File: src/rtl/alu_ctrl_fsm_if.sv
// Bus between the ALU control sequencer and its surroundings: fetch handshake,
// register-file read/write ports, ALU issue port, flags and status.
interface alu_ctrl_fsm_if #(
    parameter int DATA_W = 16,
    parameter int RA_W   = 3
);
    logic              instr_valid;
    logic [DATA_W-1:0] instr;
    logic              instr_ready;

    logic [RA_W-1:0]   rf_ra_a;
    logic [RA_W-1:0]   rf_ra_b;
    logic [DATA_W-1:0] rf_rd_a;
    logic [DATA_W-1:0] rf_rd_b;

    logic              alu_enable;
    logic [4:0]        alu_op;
    logic [DATA_W-1:0] alu_a;
    logic [DATA_W-1:0] alu_b;
    logic [DATA_W-1:0] alu_result;

    logic              rf_we;
    logic [RA_W-1:0]   rf_wa;
    logic [DATA_W-1:0] rf_wd;

    logic              flag_z;
    logic              flag_n;
    logic              branch_taken;
    logic [DATA_W-1:0] branch_off;
    logic              busy;
    logic              halted;

    // The sequencer drives the ALU and register file.
    modport master (
        input  instr_valid, instr, rf_rd_a, rf_rd_b, alu_result,
        output instr_ready, rf_ra_a, rf_ra_b, alu_enable, alu_op, alu_a, alu_b,
               rf_we, rf_wa, rf_wd, flag_z, flag_n, branch_taken, branch_off,
               busy, halted
    );

    modport slave (
        output instr_valid, instr, rf_rd_a, rf_rd_b, alu_result,
        input  instr_ready, rf_ra_a, rf_ra_b, alu_enable, alu_op, alu_a, alu_b,
               rf_we, rf_wa, rf_wd, flag_z, flag_n, branch_taken, branch_off,
               busy, halted
    );
endinterface

File: src/rtl/alu_ctrl_fsm.sv
// Multi-cycle ALU control sequencer: IDLE -> DECODE -> EXEC -> WB, one
// instruction per four cycles, with a sticky HALT state.
module alu_ctrl_fsm #(
    parameter int DATA_W = 16,
    parameter int RA_W   = 3
) (
    input  logic            clk,
    input  logic            reset_n,
    alu_ctrl_fsm_if.master  bus
);
    typedef enum logic [2:0] {IDLE, DECODE, EXEC, WB, HALT} state_t;

    localparam logic [4:0] OP_CMP  = 5'b01000;
    localparam logic [4:0] OP_BEQ  = 5'b01001;
    localparam logic [4:0] OP_BNE  = 5'b01010;
    localparam logic [4:0] OP_HALT = 5'b11111;

    state_t            state;
    logic [DATA_W-1:0] instr_q;
    logic [DATA_W-1:0] result_q;
    logic [4:0]        opcode;
    logic [4:0]        op_in;
    logic [RA_W-1:0]   rd_q;
    logic              branch_cond;

    assign opcode = instr_q[15:11];
    assign op_in  = bus.instr[15:11];
    assign rd_q   = instr_q[10:8];

    function automatic logic is_branch(input logic [4:0] op);
        return (op == OP_BEQ) || (op == OP_BNE);
    endfunction

    // ALU ops 00000..00111 and CMP update flags; MOV and branches leave them alone.
    function automatic logic is_flag_op(input logic [4:0] op);
        return op <= OP_CMP;
    endfunction

    function automatic logic is_wb_op(input logic [4:0] op);
        return (op < OP_CMP) || ((op > OP_BNE) && (op != OP_HALT));
    endfunction

    assign branch_cond = (opcode == OP_BEQ) ? (result_q == '0) : (result_q != '0);

    assign bus.instr_ready = (state == IDLE);
    assign bus.busy        = (state != IDLE);
    assign bus.halted      = (state == HALT);

    always_ff @(posedge clk or negedge reset_n) begin
        // NOTE: every register, including the datapath captures, is reset so an
        // aborted instruction leaves nothing behind.
        if (!reset_n) begin
            state            <= IDLE;
            instr_q          <= '0;
            result_q         <= '0;
            bus.rf_ra_a      <= '0;
            bus.rf_ra_b      <= '0;
            bus.alu_enable   <= 1'b0;
            bus.alu_op       <= '0;
            bus.alu_a        <= '0;
            bus.alu_b        <= '0;
            bus.rf_we        <= 1'b0;
            bus.rf_wa        <= '0;
            bus.rf_wd        <= '0;
            bus.flag_z       <= 1'b0;
            bus.flag_n       <= 1'b0;
            bus.branch_taken <= 1'b0;
            bus.branch_off   <= '0;
        end else begin
            // NOTE: non-blocking everywhere; the pulse defaults below are simply
            // overridden by a later assignment in the WB branch.
            bus.rf_we        <= 1'b0;
            bus.rf_wa        <= '0;
            bus.rf_wd        <= '0;
            bus.branch_taken <= 1'b0;
            bus.branch_off   <= '0;

            case (state)
                IDLE: begin
                    if (bus.instr_valid) begin
                        instr_q <= bus.instr;
                        // Branches compare rd against rs1.
                        bus.rf_ra_a <= is_branch(op_in) ? bus.instr[10:8] : bus.instr[7:5];
                        bus.rf_ra_b <= is_branch(op_in) ? bus.instr[7:5]  : bus.instr[4:2];
                        state       <= DECODE;
                    end
                end
                DECODE: begin
                    bus.rf_ra_a <= '0;
                    bus.rf_ra_b <= '0;
                    if (opcode == OP_HALT) begin
                        state <= HALT;
                    end else begin
                        bus.alu_enable <= 1'b1;
                        bus.alu_op     <= opcode;
                        bus.alu_a      <= bus.rf_rd_a;
                        bus.alu_b      <= bus.rf_rd_b;
                        state          <= EXEC;
                    end
                end
                EXEC: begin
                    result_q <= bus.alu_result;
                    if (is_flag_op(opcode)) begin
                        bus.flag_z <= (bus.alu_result == '0);
                        bus.flag_n <= bus.alu_result[DATA_W-1];
                    end
                    bus.alu_enable <= 1'b0;
                    bus.alu_op     <= '0;
                    bus.alu_a      <= '0;
                    bus.alu_b      <= '0;
                    state          <= WB;
                end
                WB: begin
                    if (is_wb_op(opcode)) begin
                        bus.rf_we <= 1'b1;
                        bus.rf_wa <= rd_q;
                        bus.rf_wd <= result_q;
                    end else if (is_branch(opcode) && branch_cond) begin
                        bus.branch_taken <= 1'b1;
                        bus.branch_off   <= {{(DATA_W-5){instr_q[4]}}, instr_q[4:0]};
                    end
                    state <= IDLE;
                end
                HALT:    state <= HALT;
                default: state <= IDLE;
            endcase
        end
    end
endmodule

File: src/flat_wrapper.sv
// flat-port wrapper written by rule: the top's interface ports become plain ports
module alu_ctrl_fsm_flat 
#(
    parameter int DATA_W = 16,
    parameter int RA_W   = 3
)
  (clk, reset_n, bus_instr_valid, bus_instr, bus_rf_rd_a, bus_rf_rd_b, bus_alu_result, bus_instr_ready, bus_rf_ra_a, bus_rf_ra_b, bus_alu_enable, bus_alu_op, bus_alu_a, bus_alu_b, bus_rf_we, bus_rf_wa, bus_rf_wd, bus_flag_z, bus_flag_n, bus_branch_taken, bus_branch_off, bus_busy, bus_halted);
  alu_ctrl_fsm_if #(.DATA_W(DATA_W), .RA_W(RA_W)) bus_i ();
  input  logic clk;
  input  logic reset_n;
  input wire logic [$bits(bus_i.instr_valid)-1:0] bus_instr_valid;
  input wire logic [$bits(bus_i.instr)-1:0] bus_instr;
  input wire logic [$bits(bus_i.rf_rd_a)-1:0] bus_rf_rd_a;
  input wire logic [$bits(bus_i.rf_rd_b)-1:0] bus_rf_rd_b;
  input wire logic [$bits(bus_i.alu_result)-1:0] bus_alu_result;
  output wire logic [$bits(bus_i.instr_ready)-1:0] bus_instr_ready;
  output wire logic [$bits(bus_i.rf_ra_a)-1:0] bus_rf_ra_a;
  output wire logic [$bits(bus_i.rf_ra_b)-1:0] bus_rf_ra_b;
  output wire logic [$bits(bus_i.alu_enable)-1:0] bus_alu_enable;
  output wire logic [$bits(bus_i.alu_op)-1:0] bus_alu_op;
  output wire logic [$bits(bus_i.alu_a)-1:0] bus_alu_a;
  output wire logic [$bits(bus_i.alu_b)-1:0] bus_alu_b;
  output wire logic [$bits(bus_i.rf_we)-1:0] bus_rf_we;
  output wire logic [$bits(bus_i.rf_wa)-1:0] bus_rf_wa;
  output wire logic [$bits(bus_i.rf_wd)-1:0] bus_rf_wd;
  output wire logic [$bits(bus_i.flag_z)-1:0] bus_flag_z;
  output wire logic [$bits(bus_i.flag_n)-1:0] bus_flag_n;
  output wire logic [$bits(bus_i.branch_taken)-1:0] bus_branch_taken;
  output wire logic [$bits(bus_i.branch_off)-1:0] bus_branch_off;
  output wire logic [$bits(bus_i.busy)-1:0] bus_busy;
  output wire logic [$bits(bus_i.halted)-1:0] bus_halted;
  assign bus_i.instr_valid = bus_instr_valid;
  assign bus_i.instr = bus_instr;
  assign bus_i.rf_rd_a = bus_rf_rd_a;
  assign bus_i.rf_rd_b = bus_rf_rd_b;
  assign bus_i.alu_result = bus_alu_result;
  assign bus_instr_ready = bus_i.instr_ready;
  assign bus_rf_ra_a = bus_i.rf_ra_a;
  assign bus_rf_ra_b = bus_i.rf_ra_b;
  assign bus_alu_enable = bus_i.alu_enable;
  assign bus_alu_op = bus_i.alu_op;
  assign bus_alu_a = bus_i.alu_a;
  assign bus_alu_b = bus_i.alu_b;
  assign bus_rf_we = bus_i.rf_we;
  assign bus_rf_wa = bus_i.rf_wa;
  assign bus_rf_wd = bus_i.rf_wd;
  assign bus_flag_z = bus_i.flag_z;
  assign bus_flag_n = bus_i.flag_n;
  assign bus_branch_taken = bus_i.branch_taken;
  assign bus_branch_off = bus_i.branch_off;
  assign bus_busy = bus_i.busy;
  assign bus_halted = bus_i.halted;
  alu_ctrl_fsm #(.DATA_W(DATA_W), .RA_W(RA_W)) u_core (.clk(clk), .reset_n(reset_n), .bus(bus_i));
endmodule
File: config.mk
export PLATFORM = sky130hd
export DESIGN_NAME = alu_ctrl_fsm_flat
export DESIGN_NICKNAME = d
export VERILOG_FILES = /design/src/rtl/alu_ctrl_fsm_if.sv /design/src/rtl/alu_ctrl_fsm.sv /design/src/flat_wrapper.sv
export SDC_FILE = /design/constraint.sdc
export NUM_CORES = 1
export LEC_CHECK = 0
export ABC_AREA = 1
export BUFFER_PORTS_ARGS = -buffer_cell sky130_fd_sc_hd__buf_2
export CORE_UTILIZATION = 53
export CTS_BUF_LIST = sky130_fd_sc_hd__clkbuf_8 sky130_fd_sc_hd__clkbuf_16
export CTS_CLUSTER_DIAMETER = 60
export DETAILED_ROUTE_END_ITERATION = 7
export PLACE_DENSITY = 0.84
export SETUP_SLACK_MARGIN = 0.05
export SYNTH_ARGS = -nofsm -noshare
export SYNTH_HDL_FRONTEND = slang
export SYNTH_SLANG_ARGS = --single-unit
File: constraint.sdc
create_clock -name clk -period 2.2 [get_ports clk]
set_input_delay 0.33 -clock clk [delete_from_list [all_inputs] [get_ports clk]]
set_output_delay 0.33 -clock clk [all_outputs]
set_load 0.01 [all_outputs]
==> flow_summary.yaml <==
run_status:
  status: "complete, no violations"
yosys:
  synth_area_per_cell_um2: 9.05
  synth.largest_area_cell: "dfrtp_1"
  ys.flop_type: "dfrtp_1"
  synthArstFlopShare_pct: 100
  synthCells: 473
  ys.warnings.count: 0
  synth_top_cell_area_share_pct: 60.8
  ys_ff_latch: 104
  synth_fp_nets: 540
  syn_area_um2: 4280
  synth_edf_count: 0
  yosysMostFrequentCell: "dfrtp_1"
  yosys-top-cells-count: "dfrtp_1, nand2_1, nand3_1"
  synth_cell_types: 20
  ys_seq_area_share_pct: 60.8
  netlist_top_cells_area: "dfrtp_1, nand3_1, nand2_1"
power:
  leakagePower_nw: 3.05
  power_mw: 6.76
  p_per_area_nw_per_um2: 1280
  ir_drop_mv: 0.705
timing:
  tightest_slew_ps: 733
  timing.final.crit_period_ps: 1760
  setup_viol: 0
  final-hold-violation-count: 0
  max_slew_margin_pct: 51.0
  rsz0062_at_grt: "false"
  whs_ps: 185
  clock_skew_ps: 14.2
  max_freq_mhz: 568
  slew_violations: 0
  fin_ws_ps: 439
  finalSetupTns_ps: 0
  finalCritPeriodShare_pct: 80.1
detailed_routing:
  ant_nets: 0
  remaining_drc_errors: 0
  drt-wirelength-per-cell_um: 13.5
  avgViaCountPerCell: 5.10
  drt_iter0_markers: 229
  num_vias: 3666
  dr.pass1.iters: 5
  drt_wl_total_um: 9740
grt:
  antenna_found_initial: 0
  grt_overflow: 0
  grtUsageTotal_pct: 24.0
  grt_pass1_vias: 3455
  grt_pass1_wl_um: 16000
  grt_max_degree: 44
setup_path:
  cp_top_family: "simple AND/OR/NAND/NOR gates"
  regToRegSetupSlack_ps: 440
  slowest_stage: "nor2_2"
  path_buf_inv: 0
  start_kind: "flop"
  cp_data_arrival_time_ps: 1990
  end_kind: "flop"
  critical_path.max_stage_delay_ps: 470
  cp_data_required_time_ps: 2430
  worstPathCellList: "nor2_2, nand2_2, nor2_2, nor2_1, nand2_1, o21ai_0"
  critPathKind: "flop to flop"
  path_max_fanout: 18
  crit_top_cell: "nor2_2"
final_layout:
  diodes: 0
  fill_cells: 649
  final_area_um2: 5270
  drive_gt1_share_pct: 30.1
  utilization_pct: 67.8
  fin_nets: 679
  stdcell_count: 719
  area_growth_pct: 23.1
placed_design:
  gp_congestion: 0.858
  hpwl_um: 7030
  pre_cts_ws_ps: 447
  dpl_cell_area_um2: 5040
  dp_cells: 702
  port-buffer-count: 152
clock_network:
  clock_latency_ps: 360
  ctsResizeCount: 0
  clkSlewWorstSetupHoldPaths_ps: 100
  cts-hold-fix-buffers: 1
  clk_path_buf_depth: 2
  clockRootBuffer: "clkbuf_8"
  htree_num_levels: 3
  cts-buffers-inserted: 9
  cts_sinks: 104
  cts_tree: "done"
  cts_setup_buffers: 0
floorplanning:
  die-area_um2: 8440
  core_area_um2: 7770
  start_util_pct: 55.1
  num_rows: 32
  io_pins: 153
  fp.dieH_um: 91.9
  fp.dieW_um: 91.9
min_path:
  hold_path_class: "input port to flop"
flow_run:
  maxCapViolCount: 0
cells in the final DEF (no fill, tap or decap), drive strengths merged, types with 2 or more instances in the layout:
cell type  instances
a21oi              7
buf              160
clkbuf            10
clkinv             2
dfrtp            104
inv               59
nand2             95
nand3             76
nand4              4
nor2              45
nor3               2
o21ai             49
flip-flops by register name, summed over array words and instances (netlist names), 3 cells and up:
register and flops:
u_core.bus.rf_ra_b 3, u_core.state 3, u_core.bus.alu_a 16, u_core.instr_q 13, u_core.bus.rf_wd 16, u_core.result_q 16, u_core.bus.alu_b 16, u_core.bus.rf_ra_a 3
u_core.bus.rf_wa 3, u_core.bus.branch_off 5, u_core.bus.alu_op 5
per-layer routing:
metal  GRT usage [%]  routed length, µm  share of wire (%)
met1            31.8               4050                 42
met2            39.6               4870                 50
met3            3.81                565                5.8
met4            9.90                249                2.6
met5               0                  0                  0
report_power, final:
group	switching, mW	leakage, nW	internal, mW	total, mW
combinational	1.62	1.59	0.896	2.51
sequential	0.417	1.35	2.61	3.03
clock	0.643	0.108	0.574	1.22
total	2.68	3.05	4.08	6.76
logic make-up after synthesis:
kind of cell	share of synthesized area [%]
DFF	60.8
AOI/OAI and AO/OA	6.75
and+or+nand+nor	22.8
buffers and inverters	9.59
worst paths after layout:
check	from	end	depth (start not counted)
setup / recovery	u_core.state[2]$_DFFE_PN0P_	u_core.bus.rf_ra_b[1]$_DFFE_PN0P_	6
hold / removal	bus_instr[0]	u_core.instr_q[0]$_DFFE_PN0P_	3
setup reg to reg	u_core.state[2]$_DFFE_PN0P_	u_core.bus.rf_ra_b[1]$_DFFE_PN0P_	6
hold reg to reg	u_core.instr_q[4]$_DFFE_PN0P_	u_core.bus.branch_off[14]$_DFF_PN0_	2
max in group asynchronous	reset_n	u_core.bus.alu_b[12]$_DFFE_PN0P_	3
min in group asynchronous	reset_n	u_core.bus.rf_wd[1]$_DFF_PN0_	2
worst reg2reg max path, delay by kind of cell (launching register included):
| family | cells | cell delay, ps |
|---|---|---|
| AOI/OAI and AO/OA | 1 | 90 |
| DFF | 1 | 440 |
| and+or+nand+nor | 5 | 1110 |
final cells by class:
cell class	instances	area, µm²	share of cell area, %
clock buffers	10	138	2.61
clock inverters	6	73.8	1.40
inverters	56	210	3.99
multi-input cells	280	1270	24.1
flip-flops and latches	104	2600	49.4
well taps	102	128	2.42
repair buffers	161	846	16.1
(Power assumes the default switching activity.)
